$ cat config.mk
export PLATFORM = sky130hd
export DESIGN_NAME = mist_video_timing_flat
export DESIGN_NICKNAME = d
export VERILOG_FILES = /design/src/rtl/mist_video_timing_if.sv /design/src/rtl/mist_video_timing.sv /design/src/flat_wrapper.sv
export SDC_FILE = /design/constraint.sdc
export NUM_CORES = 1
export LEC_CHECK = 0
export CAP_MARGIN = 20
export CELL_PAD_IN_SITES_DETAIL_PLACEMENT = 1
export CELL_PAD_IN_SITES_GLOBAL_PLACEMENT = 1
export CORE_UTILIZATION = 43
export CTS_CLUSTER_SIZE = 30
export DETAILED_ROUTE_END_ITERATION = 12
export PLACE_DENSITY = 0.95
export SYNTH_ARGS = -nofsm -noshare
export SYNTH_HDL_FRONTEND = slang
export SYNTH_SLANG_ARGS = --single-unit
$ cat constraint.sdc
create_clock -name clk_sys -period 5.97 [get_ports clk_sys]
set_input_delay 0.597 -clock clk_sys [delete_from_list [all_inputs] [get_ports clk_sys]]
set_output_delay 0.597 -clock clk_sys [all_outputs]
set_load 0.02 [all_outputs]
$ cat src/rtl/mist_video_timing_if.sv
// Raster timing bundle between the timing generator (master) and the MiST video pipeline (slave).
interface mist_video_timing_if #(
  parameter int CNT_WIDTH = 10
);
  logic [3:0]           h_offset;
  logic [3:0]           v_offset;
  logic                 ce_pix;
  logic [CNT_WIDTH-1:0] hcnt;
  logic [CNT_WIDTH-1:0] vcnt;
  logic                 HBlank;
  logic                 VBlank;
  logic                 HSync;
  logic                 VSync;
  logic                 line_start;
  logic                 frame;

  modport master (
    input  h_offset, v_offset,
    output ce_pix, hcnt, vcnt, HBlank, VBlank, HSync, VSync, line_start, frame
  );

  modport slave (
    output h_offset, v_offset,
    input  ce_pix, hcnt, vcnt, HBlank, VBlank, HSync, VSync, line_start, frame
  );
endinterface

$ cat src/rtl/mist_video_timing.sv
// Programmable raster timing generator: pixel enable, H/V counters, blanking and offset-shifted syncs.
module mist_video_timing #(
  parameter int   CE_DIV    = 4,
  parameter int   H_ACTIVE  = 256,
  parameter int   H_FP      = 16,
  parameter int   H_SYNC    = 24,
  parameter int   H_BP      = 88,
  parameter int   V_ACTIVE  = 224,
  parameter int   V_FP      = 8,
  parameter int   V_SYNC    = 3,
  parameter int   V_BP      = 29,
  parameter logic HS_POL    = 1'b0,
  parameter logic VS_POL    = 1'b0,
  parameter int   CNT_WIDTH = 10
) (
  input  logic                clk_sys,
  input  logic                reset_n,
  mist_video_timing_if.master vid
);
  localparam int H_TOTAL = H_ACTIVE + H_FP + H_SYNC + H_BP;
  localparam int V_TOTAL = V_ACTIVE + V_FP + V_SYNC + V_BP;
  localparam int DIV_W   = (CE_DIV > 1) ? $clog2(CE_DIV) : 1;
  localparam int XW      = CNT_WIDTH + 1;

  localparam logic [DIV_W-1:0]     DIV_LAST = DIV_W'(CE_DIV - 1);
  localparam logic [CNT_WIDTH-1:0] H_LAST   = CNT_WIDTH'(H_TOTAL - 1);
  localparam logic [CNT_WIDTH-1:0] V_LAST   = CNT_WIDTH'(V_TOTAL - 1);
  localparam logic [CNT_WIDTH-1:0] H_ACT    = CNT_WIDTH'(H_ACTIVE);
  localparam logic [CNT_WIDTH-1:0] V_ACT    = CNT_WIDTH'(V_ACTIVE);
  localparam logic [XW-1:0]        HS_BASE  = XW'(H_ACTIVE + H_FP);
  localparam logic [XW-1:0]        VS_BASE  = XW'(V_ACTIVE + V_FP);
  localparam logic [XW-1:0]        HS_LEN   = XW'(H_SYNC);
  localparam logic [XW-1:0]        VS_LEN   = XW'(V_SYNC);

  if (CE_DIV < 1) begin : g_chk_ce
    $error("mist_video_timing: CE_DIV must be >= 1");
  end
  if (H_FP < 8 || H_BP < 8 || V_FP < 8 || V_BP < 8) begin : g_chk_porch
    $error("mist_video_timing: every porch must be >= 8");
  end
  if (H_TOTAL > (1 << CNT_WIDTH) || V_TOTAL > (1 << CNT_WIDTH)) begin : g_chk_width
    $error("mist_video_timing: H_TOTAL-1 / V_TOTAL-1 do not fit CNT_WIDTH");
  end

  logic [DIV_W-1:0]     div;
  logic [3:0]           ho;
  logic [3:0]           vo;
  logic [CNT_WIDTH-1:0] hcnt;
  logic [CNT_WIDTH-1:0] vcnt;
  logic [CNT_WIDTH-1:0] hcnt_nx;
  logic [CNT_WIDTH-1:0] vcnt_nx;
  logic                 ce_pix;
  logic                 line_start;
  logic                 hblank;
  logic                 vblank;
  logic                 hsync;
  logic                 vsync;
  logic                 frame;
  logic                 tick;
  logic                 hwrap;
  logic                 fwrap;
  logic                 hs_hit;
  logic                 vs_hit;
  logic [XW-1:0]        hs_lo;
  logic [XW-1:0]        vs_lo;
  logic [XW-1:0]        hpos;
  logic [XW-1:0]        vpos;

  // Everything registered is decoded from the next counter values so outputs line up with hcnt/vcnt.
  always_comb begin
    tick    = (div == DIV_LAST);
    hwrap   = (hcnt == H_LAST);
    fwrap   = hwrap && (vcnt == V_LAST);
    hcnt_nx = hwrap ? '0 : hcnt + CNT_WIDTH'(1);
    vcnt_nx = vcnt;
    if (fwrap) begin
      vcnt_nx = '0;
    end else if (hwrap) begin
      vcnt_nx = vcnt + CNT_WIDTH'(1);
    end
    // Porches >= 8 keep the shifted window start non-negative, so unsigned compare is safe.
    hs_lo  = HS_BASE + {{(XW-4){ho[3]}}, ho};
    vs_lo  = VS_BASE + {{(XW-4){vo[3]}}, vo};
    hpos   = {1'b0, hcnt_nx};
    vpos   = {1'b0, vcnt_nx};
    hs_hit = (hpos >= hs_lo) && (hpos < hs_lo + HS_LEN);
    vs_hit = (vpos >= vs_lo) && (vpos < vs_lo + VS_LEN);
  end

  always_ff @(posedge clk_sys) begin
    if (!reset_n) begin
      div        <= '0;
      hcnt       <= '0;
      vcnt       <= '0;
      ce_pix     <= 1'b0;
      line_start <= 1'b0;
      hblank     <= 1'b0;
      vblank     <= 1'b0;
      hsync      <= ~HS_POL;
      vsync      <= ~VS_POL;
      frame      <= 1'b0;
      ho         <= '0;
      vo         <= '0;
    end else begin
      ce_pix     <= tick;
      line_start <= tick && hwrap;
      if (tick) begin
        div    <= '0;
        hcnt   <= hcnt_nx;
        vcnt   <= vcnt_nx;
        hblank <= (hcnt_nx >= H_ACT);
        hsync  <= hs_hit ? HS_POL : ~HS_POL;
        if (hwrap) begin
          vblank <= (vcnt_nx >= V_ACT);
          vsync  <= vs_hit ? VS_POL : ~VS_POL;
        end
        // Offsets only move at frame start so a frame never tears.
        if (fwrap) begin
          frame <= ~frame;
          ho    <= vid.h_offset;
          vo    <= vid.v_offset;
        end
      end else begin
        div <= div + DIV_W'(1);
      end
    end
  end

  assign vid.ce_pix     = ce_pix;
  assign vid.hcnt       = hcnt;
  assign vid.vcnt       = vcnt;
  assign vid.HBlank     = hblank;
  assign vid.VBlank     = vblank;
  assign vid.HSync      = hsync;
  assign vid.VSync      = vsync;
  assign vid.line_start = line_start;
  assign vid.frame      = frame;
endmodule

$ cat src/flat_wrapper.sv
// flat-port wrapper written by rule: the top's interface ports become plain ports
module mist_video_timing_flat 
#(
  parameter int   CE_DIV    = 4,
  parameter int   H_ACTIVE  = 256,
  parameter int   H_FP      = 16,
  parameter int   H_SYNC    = 24,
  parameter int   H_BP      = 88,
  parameter int   V_ACTIVE  = 224,
  parameter int   V_FP      = 8,
  parameter int   V_SYNC    = 3,
  parameter int   V_BP      = 29,
  parameter logic HS_POL    = 1'b0,
  parameter logic VS_POL    = 1'b0,
  parameter int   CNT_WIDTH = 10
)
  (clk_sys, reset_n, vid_h_offset, vid_v_offset, vid_ce_pix, vid_hcnt, vid_vcnt, vid_HBlank, vid_VBlank, vid_HSync, vid_VSync, vid_line_start, vid_frame);
  mist_video_timing_if #(.CNT_WIDTH(CNT_WIDTH)) vid_i ();
  input  logic clk_sys;
  input  logic reset_n;
  input wire logic [$bits(vid_i.h_offset)-1:0] vid_h_offset;
  input wire logic [$bits(vid_i.v_offset)-1:0] vid_v_offset;
  output wire logic [$bits(vid_i.ce_pix)-1:0] vid_ce_pix;
  output wire logic [$bits(vid_i.hcnt)-1:0] vid_hcnt;
  output wire logic [$bits(vid_i.vcnt)-1:0] vid_vcnt;
  output wire logic [$bits(vid_i.HBlank)-1:0] vid_HBlank;
  output wire logic [$bits(vid_i.VBlank)-1:0] vid_VBlank;
  output wire logic [$bits(vid_i.HSync)-1:0] vid_HSync;
  output wire logic [$bits(vid_i.VSync)-1:0] vid_VSync;
  output wire logic [$bits(vid_i.line_start)-1:0] vid_line_start;
  output wire logic [$bits(vid_i.frame)-1:0] vid_frame;
  assign vid_i.h_offset = vid_h_offset;
  assign vid_i.v_offset = vid_v_offset;
  assign vid_ce_pix = vid_i.ce_pix;
  assign vid_hcnt = vid_i.hcnt;
  assign vid_vcnt = vid_i.vcnt;
  assign vid_HBlank = vid_i.HBlank;
  assign vid_VBlank = vid_i.VBlank;
  assign vid_HSync = vid_i.HSync;
  assign vid_VSync = vid_i.VSync;
  assign vid_line_start = vid_i.line_start;
  assign vid_frame = vid_i.frame;
  mist_video_timing #(.CE_DIV(CE_DIV), .H_ACTIVE(H_ACTIVE), .H_FP(H_FP), .H_SYNC(H_SYNC), .H_BP(H_BP), .V_ACTIVE(V_ACTIVE), .V_FP(V_FP), .V_SYNC(V_SYNC), .V_BP(V_BP), .HS_POL(HS_POL), .VS_POL(VS_POL), .CNT_WIDTH(CNT_WIDTH)) u_core (.clk_sys(clk_sys), .reset_n(reset_n), .vid(vid_i));
endmodule
; ---- Word level (Yosys, flattened, before mapping)
; Index checks and enable logic that the tools add are counted.
[word_totals]
regBits = 37
wordCells = 42
[op_classes]
n_addsub = 7
magnitude_cmp = 6
n_eq_ne = 3
muxes = 5
n_bitwise = 2
n_reduce_logical = 7
[op_table]
columns = op, count
row1 = $mux 10, 3
row2 = $ge 10x11->1, 2
row3 = $lt 10x11->1, 2
row4 = $add 10x1->10 const B, 2
row5 = $eq 10x9->1 const B, 2
row6 = $add 10x4->11 const A, 1
row7 = $add 11x2->11 const B, 1
row8 = $add 11x5->11 const B, 1
row9 = $add 9x4->10 const A, 1
row10 = $ge 10x8->1 const B, 1
row11 = $ge 10x9->1 const B, 1
row12 = $logic_and 1x1->1, 4
row13 = $reduce_and 2->1, 2
row14 = $add 2x1->2 const B, 1
row15 = $eq 2x2->1 const B, 1
row16 = $mux 1, 2
row17 = $not 1->1, 2
row18 = $reduce_or 2->1, 1

; ---- Longest topological paths before layout
[depth]
word_depth = 6
depth_mapped = 13
ltp_nobuf = 12

; ---- Least setup slack after synthesis
; Ideal clock, no wire load.
[synth_timing]
kind = register -> register
from = reg u_core.hcnt[0] (netlist: u_core.vid.hcnt[0])
to = reg u_core.vsync (netlist: u_core.vid.VSync)
setup_ps = 126
t_arrival_ps = 3068
t_required_ps = 5844
setup_slack_ps = 2777
stages_incl_launch_ff = 13
n_path_buf = 1
path_cell_list = dfxtp_1 -> ha_1 -> nand3_4 -> or4_4 -> buf_6 -> a22o_1 -> ha_1 -> nor2b_1 -> o21a_1 -> o21ai_0 -> nand2b_1 -> a2111oi_4 -> a21oi_2
[synth_between]
elab_chain_cells = 6
word_cells_on_any_way = 9
cone_classes = order compare: 2 / eq/ne: 1 / mux: 3 / reduce/logical: 3
[synth_lines]
columns = element, line_no
row1 = start: declaration, mist_video_timing.sv:48  ; logic [CNT_WIDTH-1:0] hcnt;
row2 = start signal: assignment, mist_video_timing.sv:109  ; hcnt <= hcnt_nx;
row3 = $eq 10x9->1 *, mist_video_timing.sv:72  ; hwrap = (hcnt == H_LAST);
row4 = $mux 10 or $logic_and 1x1->1 (tied branches), "mist_video_timing.sv:78, mist_video_timing.sv:73"
row5 = $mux 10 *, mist_video_timing.sv:76  ; if (fwrap) begin
row6 = net u_core.vcnt_nx[1], mist_video_timing.sv:51  ; logic [CNT_WIDTH-1:0] vcnt_nx;
row7 = $ge 10x11->1 or $lt 10x11->1 (tied branches), mist_video_timing.sv:87  ; vs_hit = (vpos >= vs_lo) && (vpos < vs_lo + VS_LEN);
row8 = $logic_and 1x1->1 *, mist_video_timing.sv:87
row9 = $mux 1 *, mist_video_timing.sv:115  ; vsync <= vs_hit ? VS_POL : ~VS_POL;
row10 = end signal: assignment, mist_video_timing.sv:100  ; vsync <= ~VS_POL;
row11 = end signal: assignment, mist_video_timing.sv:115
row12 = end: declaration, mist_video_timing.sv:57  ; logic vsync;
; The timed path passes the listed nets; every way through them passes the cells marked *.
; A chain may end at the register's enable or synchronous reset.

; ---- Worst setup path after layout
; Same ends and word-level chain as after synthesis.

==> out/metrics.csv <==
metric,value,unit
status,"finished, final reports clean",
VDD IR-drop max,0.0000797,V
Die X,75.0,um
Pleak,1.02,nW
final-report hold violation count,0,
ANT cells,0,
worst slew pin tran,1.01,ns
Die H,75.0,um
Antenna Violating Nets Remaining,0,
Root Driver,clkbuf_8,
Worst-path clk slew,0.07,ns
power per cell area,172,mW/mm^2
Seq cells post-synth,37,
Core Box Area,0.00511,mm^2
drt wl/cell,16.2,um
htree depth,2,
Mapped Avg Cell Area,8.24,um^2
crit-path most repeated cell,ha_1,
critical path required time,6.15,ns
"Seq/Total Area, Yosys",32.3,%
commonest cells in the netlist,"dfxtp_1 (37), nor2_1 (34), nand2_1 (24)",
f_max,305,MHz
top-count cell post-synth,dfxtp_1,
dpl hpwl,4.47,mm
pre-CTS setup slack,2.70,ns
# rows,26,
R2R setup slack,2.69,ns
Post-synth ARST share,0,%
Vias/cell,5.67,
"Top FF cell, synth",dfxtp_1,
vias,2145,
IO Pins,37,
GP Congestion,0.861,
final net count,335,
min Tclk post-route,3.28,ns
port buffer count,36,
worst-case clock buffer depth,2,
placed cell area,0.00267,mm^2
Post-Route WL,6.13,mm
Max-slew headroom,32.7,%
critical path arrival,3.45,ns
syn nets,306,
Worst setup EP type,flip-flop,
TritonCTS clock tree,yes,
Area growth syn-to-layout,20.2,%
"Slew Viols, Final",0,
Synth Warn #,0,
ratio of cells with drive above 1 in the final layout,5.84,%
Yosys cell types,48,
post-cts sizing count,0,
Setup TNS,0,ns
post-synth top area cell,dfxtp_1,
worst-path fanout max,10,
Tot Pwr,474,uW
worst hold-check path type,reg -> reg,
Syn Inst Count,278,
post-layout instance area,0.00275,mm^2
"delay-heaviest family, CP",simple AND/OR/NAND/NOR gates,
total CTS buffers,5,
Post-CTS Hold Buffers,0,
TritonRoute pass-1 iters,4,
initial drt markers,73,
Final Util,53.9,%
Total GRT Usage,24.1,%
post-synthesis cell area,0.00229,mm^2
RSZ-0062 raised after global routing,no,
clk_lat worst skew,0.29,ns
"EDFF count, synth",0,
Clock Skew,0.00623,ns
crit path buf inv count,0,
crit path kind,reg -> reg,
max_cap viols,0,
CP peak stage delay,0.66,ns
first-pass GRT wire length,10.3,mm
Tcrit/Tclk final,54.9,%
synth top area cells,"dfxtp_1 (32%), ha_1 (9.8%), nor2_1 (5.6%)",
starting density of the core,44.9,%
Startpoint Class,flip-flop,
worst setup margin,2.69,ns
largest net degree at the start of global routing,32,
vias in the first global route,2148,
GRT overflow,0,
die area,0.00562,mm^2
CP max-delay cell,or4_4,
crit path cell chain,"ha_1, nand3_4, or4_4, nor2_1, a22o_1, ha_1, nor2b_1, o21a_1, o21ai_0, nand2b_1, a2111oi_4, a21oi_2",
post-synth top area share,32.3,%
Setup Buffers After CTS,0,
clock sink total,37,
drt drc,0,
Final setup viols,0,
initial antenna violation count,0,
[cell families after synthesis]
group / count (synthesis) / share of synthesized area [%]
xor gates and xnor gates: 20 / 7.65
adders and majority gates: 18 / 9.83
DFF: 37 / 32.3
buffers and inverters: 26 / 4.91
and+or+nand+nor: 121 / 28.5
AOI/OAI and AO/OA: 54 / 15.9
muxes: 2 / 0.874
[worst register-to-register path: stages, from the launching register on]
cell       delay, ns
dfxtp_1         0.41
ha_1            0.30
nand3_4         0.18
or4_4           0.66
nor2_1          0.16
a22o_1          0.21
ha_1            0.24
nor2b_1         0.14
o21a_1          0.16
o21ai_0         0.14
nand2b_1        0.12
a2111oi_4       0.36
a21oi_2         0.07
[area by class of cell]
cell class | count | area (um^2)
Timing Repair Buffer | 36 | 360
Inverter | 12 | 45.0
Sequential cell | 37 | 741
Multi-Input combinational cell | 215 | 1440
Clock inverter | 2 | 10.0
Tap cell | 70 | 87.6
Fill cell | 644 | 2350
Clock buffer | 6 | 72.6
[state kept, by name, summed over array words and instances, names as in the netlist]
name,count
u_core.vo,4
u_core.ho,4
u_core.div,2
u_core.vid.HSync,1
u_core.vid.ce_pix,1
u_core.vid.frame,1
u_core.vid.hcnt,10
u_core.vid.VBlank,1
u_core.vid.vcnt,10
u_core.vid.VSync,1
u_core.vid.line_start,1
u_core.vid.HBlank,1
[where the power goes]
| group | switching [mW] | internal [mW] | total [mW] |
|---|---|---|---|
| Sequential | 0.00546 | 0.252 | 0.257 |
| Clock | 0.0895 | 0.0809 | 0.170 |
| Combinational | 0.0257 | 0.0204 | 0.0461 |
[cells in the final DEF, fill, tap and decap left out, types with 2 or more instances in the layout]
cell type,n
dfxtp_1,37
clkdlybuf4s50_1,36
nor2_1,34
nand2_1,24
a21oi_1,20
ha_1,18
nand3_1,13
inv_1,12
xor2_1,10
xnor2_1,10
o21ai_0,10
nor3_1,9
nand2b_1,7
nand4_1,6
and3_1,5
a211oi_1,5
clkbuf_8,5
nor2b_1,4
a21o_1,4
and4_1,3
a41oi_1,3
nor4_1,3
or3_1,2
mux2i_1,2
o21bai_1,2
a31oi_1,2
clkinv_2,2
[worst paths after layout]
kind                                                       from                            end  cells past startpoint
worst max register to register  u_core.vid.hcnt[0]$_SDFFE_PN0P_  u_core.vid.VSync$_SDFFE_PN1P_                     12
worst min-delay path                   u_core.div[0]$_SDFF_PP0_       u_core.div[0]$_SDFF_PP0_                      1
worst max-delay path            u_core.vid.hcnt[0]$_SDFFE_PN0P_  u_core.vid.VSync$_SDFFE_PN1P_                     12
worst min register to register         u_core.div[0]$_SDFF_PP0_       u_core.div[0]$_SDFF_PP0_                      1
[routing by layer]
metal / vias up / GRT usage, % / share of wire [%]
li1: 1028 / - / -
met1: 1042 / 29.2 / 43
met2: 56 / 40.7 / 50
met3: 19 / 4.02 / 3.3
met4: 0 / 12.8 / 3.4
met5: - / 0 / 0
[per-stage QoR]
step                std cells  hold slack [ns]
finish                    378            0.435
CTS                       378            0.444
detailed placement        370            0.434
global placement          370            0.408
floorplan                 278            0.398
global route              378            0.460
Power figures use the tool's default switching activity.
